===== src/rtl/exc_flush_ctrl_if.sv =====
// ---------------------------------------------------------------------------
// exc_flush_ctrl_if
// Purpose : Pipeline-control bundle between the exception/flush controller
//           and the fetch stage.
// Signals :
//   flush_all          ctrl -> pipe  clear valid of IF/ID/EX/MEM/WB
//   redirect_valid     ctrl -> IF    a new fetch PC is offered
//   redirect_pc[31:0]  ctrl -> IF    the new fetch PC
//   if_redirect_ready  IF -> ctrl    IF accepts the redirect this cycle
// Modports: master = controller side, slave = fetch/pipeline side.
// ---------------------------------------------------------------------------
interface exc_flush_ctrl_if;
    logic        flush_all;
    logic        redirect_valid;
    logic [31:0] redirect_pc;
    logic        if_redirect_ready;

    modport master (
        output flush_all,
        output redirect_valid,
        output redirect_pc,
        input  if_redirect_ready
    );

    modport slave (
        input  flush_all,
        input  redirect_valid,
        input  redirect_pc,
        output if_redirect_ready
    );
endinterface


===== src/rtl/exc_flush_ctrl.sv =====
// ---------------------------------------------------------------------------
// exc_flush_ctrl
// Purpose : Sequences pipeline flush and fetch redirect for exceptions and
//           ertn retiring in WB, issues the boot fetch after reset, and
//           arbitrates interrupt tagging in ID.
// Ports   :
//   clk, reset               clock; synchronous active-high reset
//   wb_exc, wb_ertn          WB exception / ertn (already WB-valid qualified)
//   csr_eentry, csr_era      exception entry / return address from CSR file
//   int_pending              enabled, unmasked interrupt pending
//   id_int_take              ID tagged a valid instruction with INT
//   int_req                  ask ID to tag its next valid instruction
//   exc_cnt[15:0]            saturating count of accepted exceptions
//   redir (master modport)   flush_all / redirect handshake to the pipeline
// Parameters:
//   RESET_PC      fetch target after reset
//   FLUSH_CYCLES  cycles flush_all stays high per event (1..15)
// ---------------------------------------------------------------------------
module exc_flush_ctrl #(
    parameter logic [31:0] RESET_PC     = 32'h1c000000,
    parameter int unsigned FLUSH_CYCLES = 1
) (
    input  logic                    clk,
    input  logic                    reset,
    input  logic                    wb_exc,
    input  logic                    wb_ertn,
    input  logic [31:0]             csr_eentry,
    input  logic [31:0]             csr_era,
    input  logic                    int_pending,
    input  logic                    id_int_take,
    output logic                    int_req,
    output logic [15:0]             exc_cnt,
    exc_flush_ctrl_if.master        redir
);

    typedef enum logic [1:0] {
        BOOT     = 2'd0,
        IDLE     = 2'd1,
        FLUSH    = 2'd2,
        REDIRECT = 2'd3
    } state_t;

    // Cycles spent in FLUSH after the event cycle itself (which is IDLE).
    localparam logic [3:0] FLUSH_LOAD = 4'(FLUSH_CYCLES - 1);

    state_t      state;
    state_t      state_nxt;
    state_t      state_out;
    logic        accept;
    logic [31:0] target;
    logic [3:0]  flush_cnt;
    logic        int_inflight;

    // Events are only honoured in IDLE; anywhere else they are dropped.
    assign accept = (state == IDLE) && (wb_exc || wb_ertn);

    // ---------------- state register ----------------
    // NOTE: sequential state uses non-blocking assignments so every flop
    // samples the pre-edge values regardless of block ordering.
    always_ff @(posedge clk) begin
        if (reset) begin
            state <= BOOT;
        end else begin
            state <= state_nxt;
        end
    end

    // ---------------- next-state logic ----------------
    // NOTE: default assignment first so no path leaves state_nxt unassigned,
    // which would otherwise infer a latch.
    always_comb begin
        state_nxt = state;
        case (state)
            BOOT: begin
                if (redir.if_redirect_ready) state_nxt = IDLE;
            end
            IDLE: begin
                if (accept) state_nxt = (FLUSH_CYCLES == 1) ? REDIRECT : FLUSH;
            end
            FLUSH: begin
                if (flush_cnt <= 4'd1) state_nxt = REDIRECT;
            end
            REDIRECT: begin
                if (redir.if_redirect_ready) state_nxt = IDLE;
            end
            default: state_nxt = BOOT;
        endcase
    end

    // ---------------- outputs ----------------
    // While reset is held the outputs look like BOOT even before the first
    // reset edge has moved the state register there.
    always_comb begin
        state_out            = reset ? BOOT : state;
        redir.flush_all      = 1'b0;
        redir.redirect_valid = 1'b0;
        redir.redirect_pc    = target;
        int_req              = 1'b0;
        case (state_out)
            BOOT: begin
                redir.redirect_valid = 1'b1;
                redir.redirect_pc    = RESET_PC;
            end
            IDLE: begin
                // Flush is raised in the event cycle itself, not one later.
                redir.flush_all = wb_exc || wb_ertn;
                int_req         = int_pending && !wb_exc && !wb_ertn && !int_inflight;
            end
            FLUSH: begin
                redir.flush_all = 1'b1;
            end
            REDIRECT: begin
                redir.redirect_valid = 1'b1;
            end
            default: ;
        endcase
    end

    // ---------------- datapath: target, flush counter, INT flag, count ----------------
    always_ff @(posedge clk) begin
        if (reset) begin
            target       <= RESET_PC;
            flush_cnt    <= 4'd0;
            int_inflight <= 1'b0;
            exc_cnt      <= 16'd0;
        end else begin
            if (accept) begin
                // An exception outranks a simultaneous ertn.
                target       <= wb_exc ? csr_eentry : csr_era;
                flush_cnt    <= FLUSH_LOAD;
                int_inflight <= 1'b0;
                if (wb_exc && (exc_cnt != 16'hFFFF)) begin
                    exc_cnt <= exc_cnt + 16'd1;
                end
            end else begin
                if (state == FLUSH && flush_cnt != 4'd0) begin
                    flush_cnt <= flush_cnt - 4'd1;
                end
                // Once ID has tagged an instruction, stop asking until that
                // instruction's exception (or any other event) is accepted.
                if (int_req && id_int_take) begin
                    int_inflight <= 1'b1;
                end
            end
        end
    end

endmodule


===== src/flat_wrapper.sv =====
// flat-port wrapper written by rule: the top's interface ports become plain ports
module exc_flush_ctrl_flat 
#(
    parameter logic [31:0] RESET_PC     = 32'h1c000000,
    parameter int unsigned FLUSH_CYCLES = 1
)
  (clk, reset, wb_exc, wb_ertn, csr_eentry, csr_era, int_pending, id_int_take, int_req, exc_cnt, redir_flush_all, redir_redirect_valid, redir_redirect_pc, redir_if_redirect_ready);
  exc_flush_ctrl_if redir_i ();
  input  logic clk;
  input  logic reset;
  input  logic wb_exc;
  input  logic wb_ertn;
  input  logic [31:0] csr_eentry;
  input  logic [31:0] csr_era;
  input  logic int_pending;
  input  logic id_int_take;
  output logic int_req;
  output logic [15:0] exc_cnt;
  output wire logic [$bits(redir_i.flush_all)-1:0] redir_flush_all;
  output wire logic [$bits(redir_i.redirect_valid)-1:0] redir_redirect_valid;
  output wire logic [$bits(redir_i.redirect_pc)-1:0] redir_redirect_pc;
  input wire logic [$bits(redir_i.if_redirect_ready)-1:0] redir_if_redirect_ready;
  assign redir_flush_all = redir_i.flush_all;
  assign redir_redirect_valid = redir_i.redirect_valid;
  assign redir_redirect_pc = redir_i.redirect_pc;
  assign redir_i.if_redirect_ready = redir_if_redirect_ready;
  exc_flush_ctrl #(.RESET_PC(RESET_PC), .FLUSH_CYCLES(FLUSH_CYCLES)) u_core (.clk(clk), .reset(reset), .wb_exc(wb_exc), .wb_ertn(wb_ertn), .csr_eentry(csr_eentry), .csr_era(csr_era), .int_pending(int_pending), .id_int_take(id_int_take), .int_req(int_req), .exc_cnt(exc_cnt), .redir(redir_i));
endmodule

===== config.mk =====
export PLATFORM = sky130hd
export DESIGN_NAME = exc_flush_ctrl_flat
export DESIGN_NICKNAME = d
export VERILOG_FILES = /design/src/rtl/exc_flush_ctrl_if.sv /design/src/rtl/exc_flush_ctrl.sv /design/src/flat_wrapper.sv
export SDC_FILE = /design/constraint.sdc
export NUM_CORES = 1
export LEC_CHECK = 0
export ABC_CLOCK_PERIOD_IN_PS = 2200
export CAP_MARGIN = 25
export CORE_MARGIN = 2
export CORE_UTILIZATION = 43
export DETAILED_ROUTE_END_ITERATION = 8
export GPL_TIMING_DRIVEN = 0
export PLACE_DENSITY = 0.8
export SLEW_MARGIN = 20
export SYNTH_ARGS = -nofsm -noshare
export SYNTH_HDL_FRONTEND = slang
export SYNTH_SLANG_ARGS = --single-unit

===== constraint.sdc =====
create_clock -name clk -period 2.2 [get_ports clk]
set_input_delay 0.22 -clock clk [delete_from_list [all_inputs] [get_ports clk]]
set_output_delay 0.22 -clock clk [all_outputs]
set_load 0.1 [all_outputs]

==> results.md <==
Global routing:
- For met2 alone, demand over resource in global routing was 0.379.
- The pin count of the biggest net entering global routing is 17.
- The number of global-route vias before repair is a little under 3k.
- In the global route stage, met3 resource usage came out at 0.0408.
- The number of antenna violations at the first check in global routing is 0.
- The first-pass GRT wire length is 13.8 mm.
- The routing layer with the top usage in global route is met2.
- The global router's overall resource usage is 0.227.
- In the global route stage, met1 resource usage came out at 0.294.
- The leftover overflow at the end of global routing is 0.

Synthesis:
- The cell type contributing the most total cell area after synthesis is sky130_fd_sc_hd__dfxtp_1.
- By area the synthesized netlist is led by sky130_fd_sc_hd__dfxtp_1 37%, sky130_fd_sc_hd__mux2i_1 11%, sky130_fd_sc_hd__a211oi_1 7.6%.
- The net count of the mapped netlist is 415.
- During synthesis, Yosys emitted a total of 0 warnings.
- In the synthesized netlist the dominant register cell turns out to be sky130_fd_sc_hd__dfxtp_1.
- By count the netlist is led by 55 x sky130_fd_sc_hd__dfxtp_1, 39 x sky130_fd_sc_hd__nor2_1, 33 x sky130_fd_sc_hd__mux2i_1, 33 x sky130_fd_sc_hd__nor2b_1, 30 x sky130_fd_sc_hd__a211oi_1.
- For this run, asynchronously set or reset flops after synthesis account for 0.
- The area share of the leading cell type in the synthesized netlist is 0.369.
- The synthesized design contains 55 register bits.
- The gate count after technology mapping is 335.
- The average instance in the mapped netlist occupies between 8 and 9 sq um.
- The share of the Yosys chip area taken by registers is 0.369.
- After synthesis, the netlist uses 47 different library cells.
- The most repeated cell in the gate-level netlist after synthesis is sky130_fd_sc_hd__dfxtp_1.
- The number of flops mapped to enable cells by yosys is 0.
- The cell area that synthesis handed to floorplanning was 2980 sq um.

Routing:
- After detailed routing, the total wire length is 8.56 mm.
- The starting DRC count in detailed routing is 87.
- In the routed layout, each cell is associated on average with a via count of 5.48.
- After detailed routing, the number of remaining DRC violations is 0.
- The overall via count from detail_route is 2,969.
- The detail route stage leaves a number of antenna-violating nets equal to 0.
- In the final routed layout, each cell accounts on average for 15.8 um.
- Before antenna repair, the detailed router went through 5 iterations.

Layout:
- The antenna diode count is 0.
- The area growth from synthesis to layout is 54.9%.
- The final net count is 541.
- Summing all multi-input logic gate instances after layout gives 1920 sq um.
- The area used by sequential logic in the layout is 1110 sq um.
- Of the cells placed in the final design, the portion with a size suffix greater than 1 is 0.247.
- After filler insertion, the fill cell instance count of the layout stands at 544.
- The final cell count without fillers is between 500 and 600.

Hold path:
- For hold timing, the worst endpoint is u_core.exc_cnt[11].
- The tightest min-delay check is of the primary input to register type.
- The worst hold path passes through 3 cells.
- The startpoint of the worst hold path is reset.

Floorplan:
- The count of pins on the block boundary is 122.
- Measured along the x axis, the die boundary spans 87.3 um.
- The die footprint is 7620 sq um.
- The chip height is 87.3 um.
- The total core area is 6760 sq um.
- The floorplan has 30 rows.
- The starting density of the core is 0.441.

Clock network:
- The TritonCTS clock tree is built.
- Clock-pin slew was measured on the worst setup and hold paths at 100 ps.
- The clock net in this run drives a total of 55 sinks.
- The clock passes through at most 2 buffers.
- The number of CTS-inserted buffers is 5.
- The later pin in the worst-skew pair is clocked with a latency of around 310 ps.
- In this run the clock root is driven by a sky130_fd_sc_hd__clkbuf_8.
- The number of setup buffers added after CTS is 0.
- The H-tree generated during clock tree synthesis spans 2 levels.

Setup path:
- The kind of start point of the critical path is a register.
- In this run the worst path has a maximum fanout of 6.
- Data arrives at the worst endpoint at between 1500 and 2000 ps.
- The endpoint class of the critical path is a primary output.
- Counting cells, the worst reg-to-reg path comes to 7.
- The slowest stage of the critical path is the sky130_fd_sc_hd__clkdlybuf4s50_1 cell.
- The launch instance of the worst register-to-register path is u_core.state[1].
- Traced cell by cell, the critical path runs through clkdlybuf4s50_1.
- The capture point of the worst reg-to-reg path is u_core.exc_cnt[13].
- The cell count along the critical path is 1.
- The worst setup path is of the register to primary output kind.
- The setup check on the worst reg-to-reg path leaves a slack of 250 ps.
- For this run, the slowest stage of the critical path takes 1170 ps.
- Data on the critical path is required at its endpoint by ~2000 ps.
- The number of buffers and inverters on the critical path is 1.
- The critical path's top delay family is buffers and inverters.

Power:
- The overall power after layout is 3.33 mW.
- The analysis attributes to cell leakage a power of between 1.5 and 2 nW.
- The maximum ir drop on the vdd rail is between 0.3 and 0.4 mV.
- The power density relative to cell area is 722 nW/um^2.

Placement:
- Once placement completed, the tool counted placed cells totaling ~540.
- Input and output buffers added on the ports amount to 120.
- The HPWL reported at the end of detailed placement is 6.62 mm.
- At the placement stage, the worst setup path has a slack of -1450 ps.
- The weighted congestion at the end of routability-driven global placement is 0.841.

STA:
- For this run, the top clock speed supported by timing is about 470 MHz.
- Subtracting the final worst setup slack from the clock period gives about 2100 ps.
- At the pin with the least slew margin, the transition time is a little under 1000 ps.
- Setup repair after global routing left no endpoint under its margin.
- The number of pins with negative max-slew slack in the final report is 0.
- Measured against its own limit, the worst slew margin works out to 0.336.
- The maximum clock skew at final layout is between 7 and 8 ps.
- The worst setup margin is 67.7 ps.
- The final critical-path share of the clock period is 0.969.
- The number of failing setup endpoints in the final timing report is 0.
- The count of final hold-check violations is 0.

Flow run:
- Max-cap violations in this run came to 0.

Outcome:
- The run finished with clean final reports.
kinds of logic (layout without fill, tap and decap cells):
family / Yosys count / after routing / synth area share
compound gates: 66 / 66 / 0.162
flops: 55 / 55 / 0.369
fa+ha+maj: 9 / 9 / 0.0378
xor+xnor: 3 / 3 / 0.00881
simple gates: 135 / 135 / 0.256
mux: 34 / 34 / 0.115
buf+inv: 33 / 160 / 0.0525
layout make-up:
class                      instances  share of cell area
multi-input combinational        247               0.416
timing repair buffer             120               0.258
sequential                        55               0.241
buffer                            22              0.0293
tap                               80              0.0217
clock buffer                       6              0.0179
inverter                          10             0.00813
clock inverter                     2             0.00758
flip-flops by register name, summed over array words and instances (netlist names):
name,cells
u_core.exc_cnt,16
u_core.flush_cnt,4
u_core.int_inflight,1
u_core.state,2
u_core.target,32
cells in the final DEF (no fill, tap or decap), types with 2 or more instances in the layout:
cell and instances:
sky130_fd_sc_hd__clkdlybuf4s50_1 84, sky130_fd_sc_hd__dfxtp_1 44, sky130_fd_sc_hd__nor2_1 36, sky130_fd_sc_hd__mux2i_1 33, sky130_fd_sc_hd__a211oi_1 30, sky130_fd_sc_hd__buf_6 26, sky130_fd_sc_hd__nor2b_4 23, sky130_fd_sc_hd__buf_2 12
sky130_fd_sc_hd__nand3_1 11, sky130_fd_sc_hd__nor3_1 11, sky130_fd_sc_hd__dfxtp_2 11, sky130_fd_sc_hd__inv_1 10, sky130_fd_sc_hd__nand2_1 10, sky130_fd_sc_hd__buf_4 9, sky130_fd_sc_hd__a21oi_1 9, sky130_fd_sc_hd__ha_1 8
sky130_fd_sc_hd__o21ai_0 7, sky130_fd_sc_hd__nor2b_1 6, sky130_fd_sc_hd__clkbuf_8 6, sky130_fd_sc_hd__clkbuf_1 5, sky130_fd_sc_hd__or3_1 5, sky130_fd_sc_hd__nor2b_2 4, sky130_fd_sc_hd__nand4_1 4, sky130_fd_sc_hd__and3_2 4
sky130_fd_sc_hd__a31oi_1 4, sky130_fd_sc_hd__or2_2 3, sky130_fd_sc_hd__and4_1 3, sky130_fd_sc_hd__o211ai_1 3, sky130_fd_sc_hd__nor2_2 2, sky130_fd_sc_hd__and3_1 2, sky130_fd_sc_hd__nand4_4 2, sky130_fd_sc_hd__o311ai_0 2
sky130_fd_sc_hd__o41ai_1 2, sky130_fd_sc_hd__xor2_1 2, sky130_fd_sc_hd__buf_1 2
per-layer routing:
| metal | vias to the layer above | share of wire |
|---|---|---|
| met3 | 18 | 0.049 |
| li1 | 1463 | - |
| met5 | - | 0 |
| met4 | 0 | 0.018 |
| met1 | 1393 | 0.43 |
| met2 | 95 | 0.51 |
how the worst max path moves through the flow:
stage | start | end | slack, ps
after floorplan | reset | redir_redirect_pc[0] | -360
after global placement | reset | redir_redirect_pc[26] | -1440
after detailed placement | reset | redir_redirect_pc[26] | -1450
after CTS | u_core.state[0] | redir_redirect_pc[9] | -7
after global routing | u_core.state[0] | redir_redirect_pc[28] | 7
final | u_core.exc_cnt[13] | exc_cnt[13] | 70
repair_timing:
action,CTS,global route
hold endpoints to repair,0,0
hold buffers,0,0
resized for setup,211,29
setup endpoints to repair,36,33
stage by stage:
stage / hold slack, ps / utilization / setup TNS, ps / area (sq um)
after floorplan: 399 / - / -3300 / 3190
after global placement: 458 / 0.664 / -38910 / 4490
after detailed placement: 472 / 0.664 / -39620 / 4490
after CTS: 246 / 0.676 / -21.0 / 4560
after global routing: 260 / 0.684 / 0 / 4620
final: 250 / 0.684 / 0 / 4620
power breakdown:
| part | switching, mW | internal (mW) |
|---|---|---|
| sequential | 0.0697 | 1.12 |
| combinational | 0.935 | 0.507 |
| clock | 0.334 | 0.369 |
Note: power is estimated with default switching activity, not from simulation.
